[src/rtl/iter_div_axis.sv]
// Radix-2 restoring divider with AXI-stream style operand and result channels.
// One quotient bit per cycle; the result packs {quotient, remainder}.
module iter_div_axis #(
    parameter int SIGNED = 1,
    parameter int WIDTH  = 32
) (
    input  logic                 clk,
    input  logic                 rst,
    input  logic                 s_axis_divisor_tvalid,
    output logic                 s_axis_divisor_tready,
    input  logic [WIDTH-1:0]     s_axis_divisor_tdata,
    input  logic                 s_axis_dividend_tvalid,
    output logic                 s_axis_dividend_tready,
    input  logic [WIDTH-1:0]     s_axis_dividend_tdata,
    output logic                 m_axis_dout_tvalid,
    input  logic                 m_axis_dout_tready,
    output logic [2*WIDTH-1:0]   m_axis_dout_tdata
);

    localparam int CW = (WIDTH > 1) ? $clog2(WIDTH) : 1;

    localparam logic [1:0] S_IDLE = 2'd0;
    localparam logic [1:0] S_CALC = 2'd1;
    localparam logic [1:0] S_DONE = 2'd2;

    logic [1:0]       state_q,    state_d;
    logic             dvs_held_q, dvs_held_d;
    logic             dnd_held_q, dnd_held_d;
    logic [WIDTH-1:0] dvs_raw_q,  dvs_raw_d;
    logic [WIDTH-1:0] dnd_raw_q,  dnd_raw_d;
    logic [WIDTH:0]   dvsr_q,     dvsr_d;
    logic [WIDTH-1:0] rem_q,      rem_d;
    logic [WIDTH-1:0] quo_q,      quo_d;
    logic [CW-1:0]    cnt_q,      cnt_d;
    logic             neg_quo_q,  neg_quo_d;
    logic             neg_rem_q,  neg_rem_d;
    logic             div0_q,     div0_d;

    logic             dvs_fire, dnd_fire;
    logic [WIDTH-1:0] dvs_val,  dnd_val;
    logic             dvs_neg,  dnd_neg;
    logic [WIDTH:0]   dvs_mag;
    logic [WIDTH-1:0] dnd_mag;
    logic [WIDTH:0]   shifted;
    logic [WIDTH:0]   rem_next;
    logic             quo_bit;
    logic [WIDTH-1:0] quo_fix, rem_fix;
    logic             unused_rem_top;

    assign s_axis_divisor_tready  = (state_q == S_IDLE) && !dvs_held_q;
    assign s_axis_dividend_tready = (state_q == S_IDLE) && !dnd_held_q;
    assign dvs_fire = s_axis_divisor_tvalid  && s_axis_divisor_tready;
    assign dnd_fire = s_axis_dividend_tvalid && s_axis_dividend_tready;

    // Operand values as seen at this edge: the incoming beat wins over the held copy.
    assign dvs_val = dvs_fire ? s_axis_divisor_tdata  : dvs_raw_q;
    assign dnd_val = dnd_fire ? s_axis_dividend_tdata : dnd_raw_q;
    assign dvs_neg = (SIGNED != 0) && dvs_val[WIDTH-1];
    assign dnd_neg = (SIGNED != 0) && dnd_val[WIDTH-1];

    // Divisor magnitude needs WIDTH+1 bits so the most negative value maps to 2^(WIDTH-1) cleanly.
    assign dvs_mag = dvs_neg ? -{1'b1, dvs_val} : {1'b0, dvs_val};
    assign dnd_mag = dnd_neg ? -dnd_val : dnd_val;

    assign shifted  = {rem_q, quo_q[WIDTH-1]};
    assign quo_bit  = (shifted >= dvsr_q);
    assign rem_next = quo_bit ? (shifted - dvsr_q) : shifted;
    assign unused_rem_top = rem_next[WIDTH];

    // Divide by zero keeps the all-ones quotient unnegated; the remainder fix-up restores the dividend.
    assign quo_fix = (neg_quo_q && !div0_q) ? -quo_q : quo_q;
    assign rem_fix = neg_rem_q ? -rem_q : rem_q;

    assign m_axis_dout_tvalid = (state_q == S_DONE);
    assign m_axis_dout_tdata  = (state_q == S_DONE) ? {quo_fix, rem_fix} : '0;

    // NOTE: every _d gets its hold value first so no path through this block infers a latch.
    always_comb begin
        state_d    = state_q;
        dvs_held_d = dvs_held_q;
        dnd_held_d = dnd_held_q;
        dvs_raw_d  = dvs_raw_q;
        dnd_raw_d  = dnd_raw_q;
        dvsr_d     = dvsr_q;
        rem_d      = rem_q;
        quo_d      = quo_q;
        cnt_d      = cnt_q;
        neg_quo_d  = neg_quo_q;
        neg_rem_d  = neg_rem_q;
        div0_d     = div0_q;

        case (state_q)
            S_IDLE: begin
                if (dvs_fire) begin
                    dvs_held_d = 1'b1;
                    dvs_raw_d  = s_axis_divisor_tdata;
                end
                if (dnd_fire) begin
                    dnd_held_d = 1'b1;
                    dnd_raw_d  = s_axis_dividend_tdata;
                end
                if ((dvs_held_q || dvs_fire) && (dnd_held_q || dnd_fire)) begin
                    state_d   = S_CALC;
                    cnt_d     = '0;
                    dvsr_d    = dvs_mag;
                    quo_d     = dnd_mag;
                    rem_d     = '0;
                    neg_quo_d = dvs_neg ^ dnd_neg;
                    neg_rem_d = dnd_neg;
                    div0_d    = (dvs_val == '0);
                end
            end
            S_CALC: begin
                rem_d = rem_next[WIDTH-1:0];
                quo_d = {quo_q[WIDTH-2:0], quo_bit};
                cnt_d = cnt_q + CW'(1);
                if (cnt_q == CW'(WIDTH - 1)) begin
                    state_d = S_DONE;
                end
            end
            S_DONE: begin
                if (m_axis_dout_tready) begin
                    state_d    = S_IDLE;
                    dvs_held_d = 1'b0;
                    dnd_held_d = 1'b0;
                end
            end
            default: begin
                state_d = S_IDLE;
            end
        endcase
    end

    // NOTE: state registers use non-blocking assignments so all flops sample the same pre-edge values.
    always_ff @(posedge clk) begin
        if (rst) begin
            state_q    <= S_IDLE;
            dvs_held_q <= 1'b0;
            dnd_held_q <= 1'b0;
            dvs_raw_q  <= '0;
            dnd_raw_q  <= '0;
            dvsr_q     <= '0;
            rem_q      <= '0;
            quo_q      <= '0;
            cnt_q      <= '0;
            neg_quo_q  <= 1'b0;
            neg_rem_q  <= 1'b0;
            div0_q     <= 1'b0;
        end else begin
            state_q    <= state_d;
            dvs_held_q <= dvs_held_d;
            dnd_held_q <= dnd_held_d;
            dvs_raw_q  <= dvs_raw_d;
            dnd_raw_q  <= dnd_raw_d;
            dvsr_q     <= dvsr_d;
            rem_q      <= rem_d;
            quo_q      <= quo_d;
            cnt_q      <= cnt_d;
            neg_quo_q  <= neg_quo_d;
            neg_rem_q  <= neg_rem_d;
            div0_q     <= div0_d;
        end
    end

endmodule

[config.mk]
export PLATFORM = sky130hd
export DESIGN_NAME = iter_div_axis
export DESIGN_NICKNAME = d
export VERILOG_FILES = /design/src/rtl/iter_div_axis.sv
export SDC_FILE = /design/constraint.sdc
export NUM_CORES = 1
export LEC_CHECK = 0
export BUFFER_PORTS_ARGS = -buffer_cell sky130_fd_sc_hd__buf_4
export CORE_MARGIN = 2
export CORE_UTILIZATION = 60
export CTS_CLUSTER_DIAMETER = 120
export CTS_CLUSTER_SIZE = 25
export DETAILED_ROUTE_END_ITERATION = 16
export HOLD_SLACK_MARGIN = 0.06
export PLACE_DENSITY_LB_ADDON = 0.15
export SLEW_MARGIN = 30
export SYNTH_ARGS = -nofsm -noshare
export SYNTH_HDL_FRONTEND = slang
export SYNTH_SLANG_ARGS = --single-unit
[constraint.sdc]
create_clock -name clk -period 4.7 [get_ports clk]
set_input_delay 0.94 -clock clk [delete_from_list [all_inputs] [get_ports clk]]
set_output_delay 0.94 -clock clk [all_outputs]
set_load 0.02 [all_outputs]
==> impl_results.md, run 1 <==
- Antenna diodes: 0
- Mapped cell area: 11500 um^2
- Cts hold-fix bufs: 0
- Final setup vio count: 0
- Vias per cell: 6.06
- CTS tree: yes
- Post-synth EDFFs: 0
- Worst setup EP type: output port
- Seq/Total Area, Yosys: 30.0%
- Hold EP: dvsr_q[18]$_SDFFE_PP0P_
- Final HPWL DP: 23100 um
- Commonest non-fill, non-tap cell in the layout: nor2_1
- Setup tns final: 0 ns
- First-pass GRT wire length: 50400 um
- Die width: 143 um
- Most frequent cells in the layout: 198 x nor2_1, 178 x nand2_1, 173 x dfxtp_1
- Unrepaired setup endpoints after global routing: no
- Clk root buf: clkbuf_16
- Crit-path max FO: 8
- Status: finished, final reports clean
- Vias in the first global route: 10.0k
- Slowest CP cell: or4_4
- Placement Cell Area: 12700 um^2
- Final slew viol count: 0
- Top cell family by delay on the critical path: simple AND/OR/NAND/NOR gates
- Clk buf depth: 2
- Crit-path cells: or4_4, nor4_4, nand3_2, or3_4, or4_4, or2_4, o31ai_4, xor2_1, nor2_1, buf_4
- Post-Layout Cell Count: 1871
- Fillers: 1569
- Total gr overflow: 0
- Layout cells sized above 1: 13.6%
- Reg2Reg Launch Point: state_q[1]$_SDFFE_PP0P_
- DR pass1 iterations: 6
- IO Count: 136
- Clock network latency to the later pin of the worst-skew pair: 0.44 ns
- Critical path's largest stage delay: 0.60 ns
- Crit path required time: 3.76 ns
- Reg2reg end: quo_q[29]$_SDFFE_PP0P_
- Core ar.: 18800 um^2
- Register-to-Register Setup Slack: 0.96 ns
- Detail Route Antenna Nets: 0
- Num rows: 50
- Pre-CTS WS: 0.557 ns
- Cell mode on critical path: or4_4
- Commonest register cell after synthesis: dfxtp_1
- Nets: 1735
- Synth async-reset ratio: 0%
- Distinct cell type count after synthesis: 70
- Vias: 11.3k
- WP data arrival: 3.49 ns
- Clock transition at path regs: 0.06 ns
- VDD IR max: 0.472 mV
- Cells on worst reg2reg path: 10
- Dpl cells: 1841
- Crit Path Category: flop to output port
- PwrDens: 640 nW/um^2
- Leakage: 5.40 nW
- Synth Instances: 1538
- Die Area: 20400 um^2
- Maxcap violations: 0
- Crit start category: flop
- Hold/Removal Path Class: flop to flop
- Power consumption: 8.53 mW
- Chip height: 143 um
- Seq cells post-synth: 173
- Tot GR Track Use: 30.5%
- CTS Sinks: 173
- Hold Path Depth: 2
- DRT iter0 DRCs: 972
- Fmax: 0.226 GHz
- Reg area: 3460 um^2
- Routed wire length: 31300 um
- Antenna violations before repair: 0
- Port Buffers: 135
- Largest net degree at the start of global routing: 99
- Fin crit share: 94.3%
- CTS Buf Count: 17
- Net Count, Synth: 1647
- Mean post-synth cell area: 7.51 um^2
- Worst-margin pin slew: 0.731 ns
- H-tree Lvls: 4
- Drc violations: 0
- Setup WS post-layout: 0.267 ns
- Hold Path Origin: dvsr_q[18]$_SDFFE_PP0P_
- Routability cong.: 0.968
- Yosys synthesis warning count: 0
- Final instance area: 13300 um^2
- Final Hold Violating Endpoints: 0
- Final min period: 4.43 ns
- Buf/Inv on CP: 1
- Skew final: 0.00970 ns
- P&R area growth vs syn: 15.4%
- Max_slew headroom: 50.3%
- Initial cell density of the core: 61.5%
- Drt wl/cell: 16.7 um
- Multi-input gate area: 7580 um^2
power by group:
group	switching, mW	internal (mW)
combinational	3.03	2.15
sequential	0.277	1.66
clock	0.595	0.822
cell type report:
cell class | count | share of cell area, %
clock buffer | 21 | 3.53
clock inverter | 9 | 0.836
inverter | 55 | 1.55
multi-input combinational | 1220 | 56.9
sequential | 173 | 26.0
tap | 234 | 2.20
timing repair buffer | 159 | 9.01
synth_stat cells, drive strengths merged (3+ instances only):
cell type  count  area, um^2
buf           22         101
nand4         12        75.1
or2            6        40.0
nor3          29         145
clkbuf        68         255
a32oi          7        61.3
a21boi         3        22.5
xnor2         70         613
o221ai         6        52.6
nand2        178         668
a211oi         4        30.0
dfxtp        173        3460
ha            39         488
mux2i         76         761
a21oi        154         771
nand2b        12        75.1
mux2           3        33.8
or3           29         186
o41ai          8        70.1
nor4b          4        35.0
o211ai         4        30.0
a21o          10        75.1
and3           9        56.3
a2111oi        3        27.5
nor2         198         743
o21bai         6        45.0
xor2          63         552
or4            9        75.1
nor3b          3        22.5
a22oi         28         210
and2           4        25.0
a41oi          3        26.3
nor2b         11        68.8
o31ai         25         206
nand3b         3        22.5
o21ai         99         495
nor4          18         140
a31oi         18         113
nand3         37         190
inv           55         206
o21a           8        60.1
cell families (layout without fill, tap and decap cells):
group,count (synthesis),count (layout),synth area share (%)
mux,79,79,6.88
buf+inv,145,244,4.88
xor+xnor,133,133,10.1
compound gates,400,400,21.0
simple gates,568,568,22.7
flops,173,173,30.0
fa+ha+maj,40,40,4.40
per-layer routing:
metal	up-vias	wire (um)	track usage, %
met3	39	2990	6.81
met5	-	0	0
met2	483	13300	44.5
li1	5599	-	-
met1	5220	14700	45.9
met4	0	391	6.51
tightest hold or removal path, delay by kind of cell, from the launching register on:
family / cells / cell delay [ns]
compound gates: 1 / 0.05
simple gates: 1 / 0.05
flops: 1 / 0.31
worst max path at each step:
stage / from / end / cells past startpoint
floorplan: s_axis_dividend_tvalid / quo_q[28]$_SDFFE_PP0P_ / 15
global placement: rem_q[2]$_SDFFE_PP0P_ / m_axis_dout_tdata[24] / 10
detailed placement: s_axis_dividend_tvalid / quo_q[29]$_SDFFE_PP0P_ / 11
CTS: rem_q[2]$_SDFFE_PP0P_ / m_axis_dout_tdata[24] / 10
global route: rem_q[2]$_SDFFE_PP0P_ / m_axis_dout_tdata[24] / 10
finish: rem_q[2]$_SDFFE_PP0P_ / m_axis_dout_tdata[31] / 10
sequential cells by signal, summed over array words and instances (netlist names):
signal,flops
neg_quo_q,1
rem_q,32
div0_q,1
dvs_held_q,1
dnd_held_q,1
quo_q,32
dvs_raw_q,32
dvsr_q,33
dnd_raw_q,32
cnt_q,5
state_q,2
neg_rem_q,1
repair_timing:
item | in CTS | in global routing
buffers inserted | 0 | 0
gates resized for setup | 0 | 3
setup endpoints to repair | 0 | 6
stage by stage:
stage	hold WS, ns	util (%)
2_1_floorplan	0.430	-
3_3_place_gp	0.439	67.7
3_5_place_dp	0.445	67.8
4_1_cts	0.452	70.9
5_1_grt	0.465	71.0
6_report	0.450	71.0
No activity file was read; power rests on OpenSTA's default activity.
==> inputs of run 2 (changes only) <==
--- a/config.mk
+++ b/config.mk
@@ -6,6 +6,7 @@
 export NUM_CORES = 1
 export LEC_CHECK = 0
 export BUFFER_PORTS_ARGS = -buffer_cell sky130_fd_sc_hd__buf_4
+export CORE_ASPECT_RATIO = 0.7
 export CORE_MARGIN = 2
 export CORE_UTILIZATION = 60
 export CTS_CLUSTER_DIAMETER = 120
==> impl_results.md, run 2 (same netlist as run 1, synthesis figures left out) <==
- Crit-path cells: or4_4, nor3_1, nand3_1, o41ai_2, a21boi_0, and2_0, nand2_1, xnor2_1, nor2_1, buf_4
- Register-to-Register Setup Slack: 1.00 ns
- Layout cells sized above 1: 13.7%
- Multi-input gate area: 7580 um^2
- Core ar.: 18900 um^2
- DR pass1 iterations: 6
- First-pass GRT wire length: 54500 um
- Crit Path Category: flop to output port
- Setup tns final: 0 ns
- Detail Route Antenna Nets: 0
- Skew final: 0.0137 ns
- Critical path's largest stage delay: 0.61 ns
- Largest Register: dvsr_q
- Vias in the first global route: 10.1k
- Top cell family by delay on the critical path: simple AND/OR/NAND/NOR gates
- CTS resizes: 0
- IO Count: 136
- Routability cong.: 0.996
- Final setup vio count: 0
- Fin crit share: 95.6%
- Antenna violations before repair: 0
- Global route hottest layer: met1
- Vias per cell: 6.20
- Cells on worst reg2reg path: 10
- Final hold slack: 0.456 ns
- Port Buffers: 135
- VDD IR max: 0.537 mV
- Unrepaired setup endpoints after global routing: no
- PwrDens: 656 nW/um^2
- WP depth: 10
- Antenna diodes: 0
- Crit-path max FO: 8
- Commonest non-fill, non-tap cell in the layout: nor2_1
- Post-CTS Setup Inserts: 0
- Clk root buf: clkbuf_16
- Routed wire length: 34500 um
- Tot GR Track Use: 33.5%
- Final Hold Violating Endpoints: 0
- Worst setup EP type: output port
- Final HPWL DP: 24800 um
- Clock transition at path regs: 0.07 ns
- Num rows: 42
- Drt wl/cell: 18.4 um
- Final min period: 4.49 ns
- Crit path required time: 3.76 ns
- Chip height: 120 um
- Worst setup endpoint: m_axis_dout_tdata[24]
- Met2 usage: 42.0%
- Initial cell density of the core: 61.2%
- Fillers: 1609
- DRT iter0 DRCs: 1661
- Cts hold-fix bufs: 0
- Buf/Inv on CP: 1
- Clk buf depth: 2
- Reg area: 3460 um^2
- Vias: 11.7k
- CP Launch Point: rem_q[2]$_SDFFE_PP0P_
- Post-Layout Cell Count: 1881
- Clock network latency to the later pin of the worst-skew pair: 0.44 ns
- Crit start category: flop
- Hold/Removal Path Class: flop to flop
- Number of flip-flops in the largest register: 33
- Drc violations: 0
- Status: finished, final reports clean
- P&R area growth vs syn: 15.7%
- Total gr overflow: 0
- H-tree Lvls: 4
- Slowest CP cell: or4_4
- Largest net degree at the start of global routing: 91
- Reg2reg end: quo_q[29]$_SDFFE_PP0P_
- Die width: 170 um
- Dpl cells: 1849
- Nets: 1735
- Most frequent cells in the layout: 198 x nor2_1, 178 x nand2_1, 173 x dfxtp_1
- Final slew viol count: 0
- CTS tree: yes
- Maxcap violations: 0
- WP data arrival: 3.55 ns
- Die Area: 20400 um^2
- Global routing usage on met1: 55.8%
- Reg2Reg Launch Point: state_q[1]$_SDFFE_PP0P_
- Leakage: 5.41 nW
- CTS Sinks: 173
- Worst-margin pin slew: 0.932 ns
- Fmax: 0.223 GHz
- Max_slew headroom: 37.9%
- CTS Buf Count: 17
- Met3 usage: 9.20%
## run 2: changes by cell type in the layout (fill, tap and decap cells not counted), moves of 2 or more
| cell | delta |
|---|---|
| inv_6 | +2 |
| clkinv_8 | +4 |
| clkbuf_8 | -3 |
| bufinv_16 | -2 |
| inv_8 | +4 |
| clkinvlp_4 | -2 |
| buf_6 | -2 |
## run 2: worst min-delay path by stage
| stage | startpoint | to | slack, ns | cells past startpoint |
|---|---|---|---|---|
| floorplan | dvsr_q[32]$_SDFFE_PP0P_ | dvsr_q[32]$_SDFFE_PP0P_ | 0.43 | 2 |
| global placement | dvsr_q[24]$_SDFFE_PP0P_ | dvsr_q[24]$_SDFFE_PP0P_ | 0.44 | 2 |
| detailed placement | dvsr_q[26]$_SDFFE_PP0P_ | dvsr_q[26]$_SDFFE_PP0P_ | 0.45 | 2 |
| CTS | dvsr_q[1]$_SDFFE_PP0P_ | dvsr_q[1]$_SDFFE_PP0P_ | 0.46 | 2 |
| global route | dvsr_q[15]$_SDFFE_PP0P_ | dvsr_q[15]$_SDFFE_PP0P_ | 0.47 | 2 |
| finish | dvsr_q[1]$_SDFFE_PP0P_ | dvsr_q[1]$_SDFFE_PP0P_ | 0.46 | 2 |
## run 2: final cells by class
class / count / share of cell area, %
clock buffer: 17 / 3.19
clock inverter: 15 / 1.26
inverter: 55 / 1.55
multi-input combinational: 1220 / 56.8
sequential: 173 / 25.9
tap: 242 / 2.27
timing repair buffer: 159 / 9.03
## run 2: report_power, final
group          switching [mW]  internal (mW)  leakage [nW]
clock network           0.715          0.717         0.292
logic                    3.20           2.21          3.71
registers               0.264           1.66          1.41
## run 2: worst reg2reg max path, delay by kind of cell, from the launching register on
| family | cells | cell delay (ns) |
|---|---|---|
| AND/OR/NAND/NOR | 3 | 0.75 |
| AO/OA/AOI/OAI | 3 | 1.21 |
| XOR/XNOR | 1 | 0.18 |
| flip-flops | 1 | 0.44 |
| multiplexers | 1 | 0.44 |
| buffers and inverters | 2 | 0.57 |
## run 2: per-stage QoR
stage	power [mW]	worst slack, ns	instance area (um^2)	utilization, %
5_1_grt	9.34	0.00286	13400	70.8
4_1_cts	8.61	0.0724	13300	70.7
3_5_place_dp	7.14	0.549	12700	67.5
2_1_floorplan	5.93	0.389	11500	-
3_3_place_gp	7.07	0.657	12700	67.5
6_report	8.77	0.207	13400	70.8
## run 2: per-layer routing
layer	vias up	routed length (um)
li1	5587	-
met1	5429	17200
met2	619	13000
met3	30	4090
met4	0	242
met5	-	0
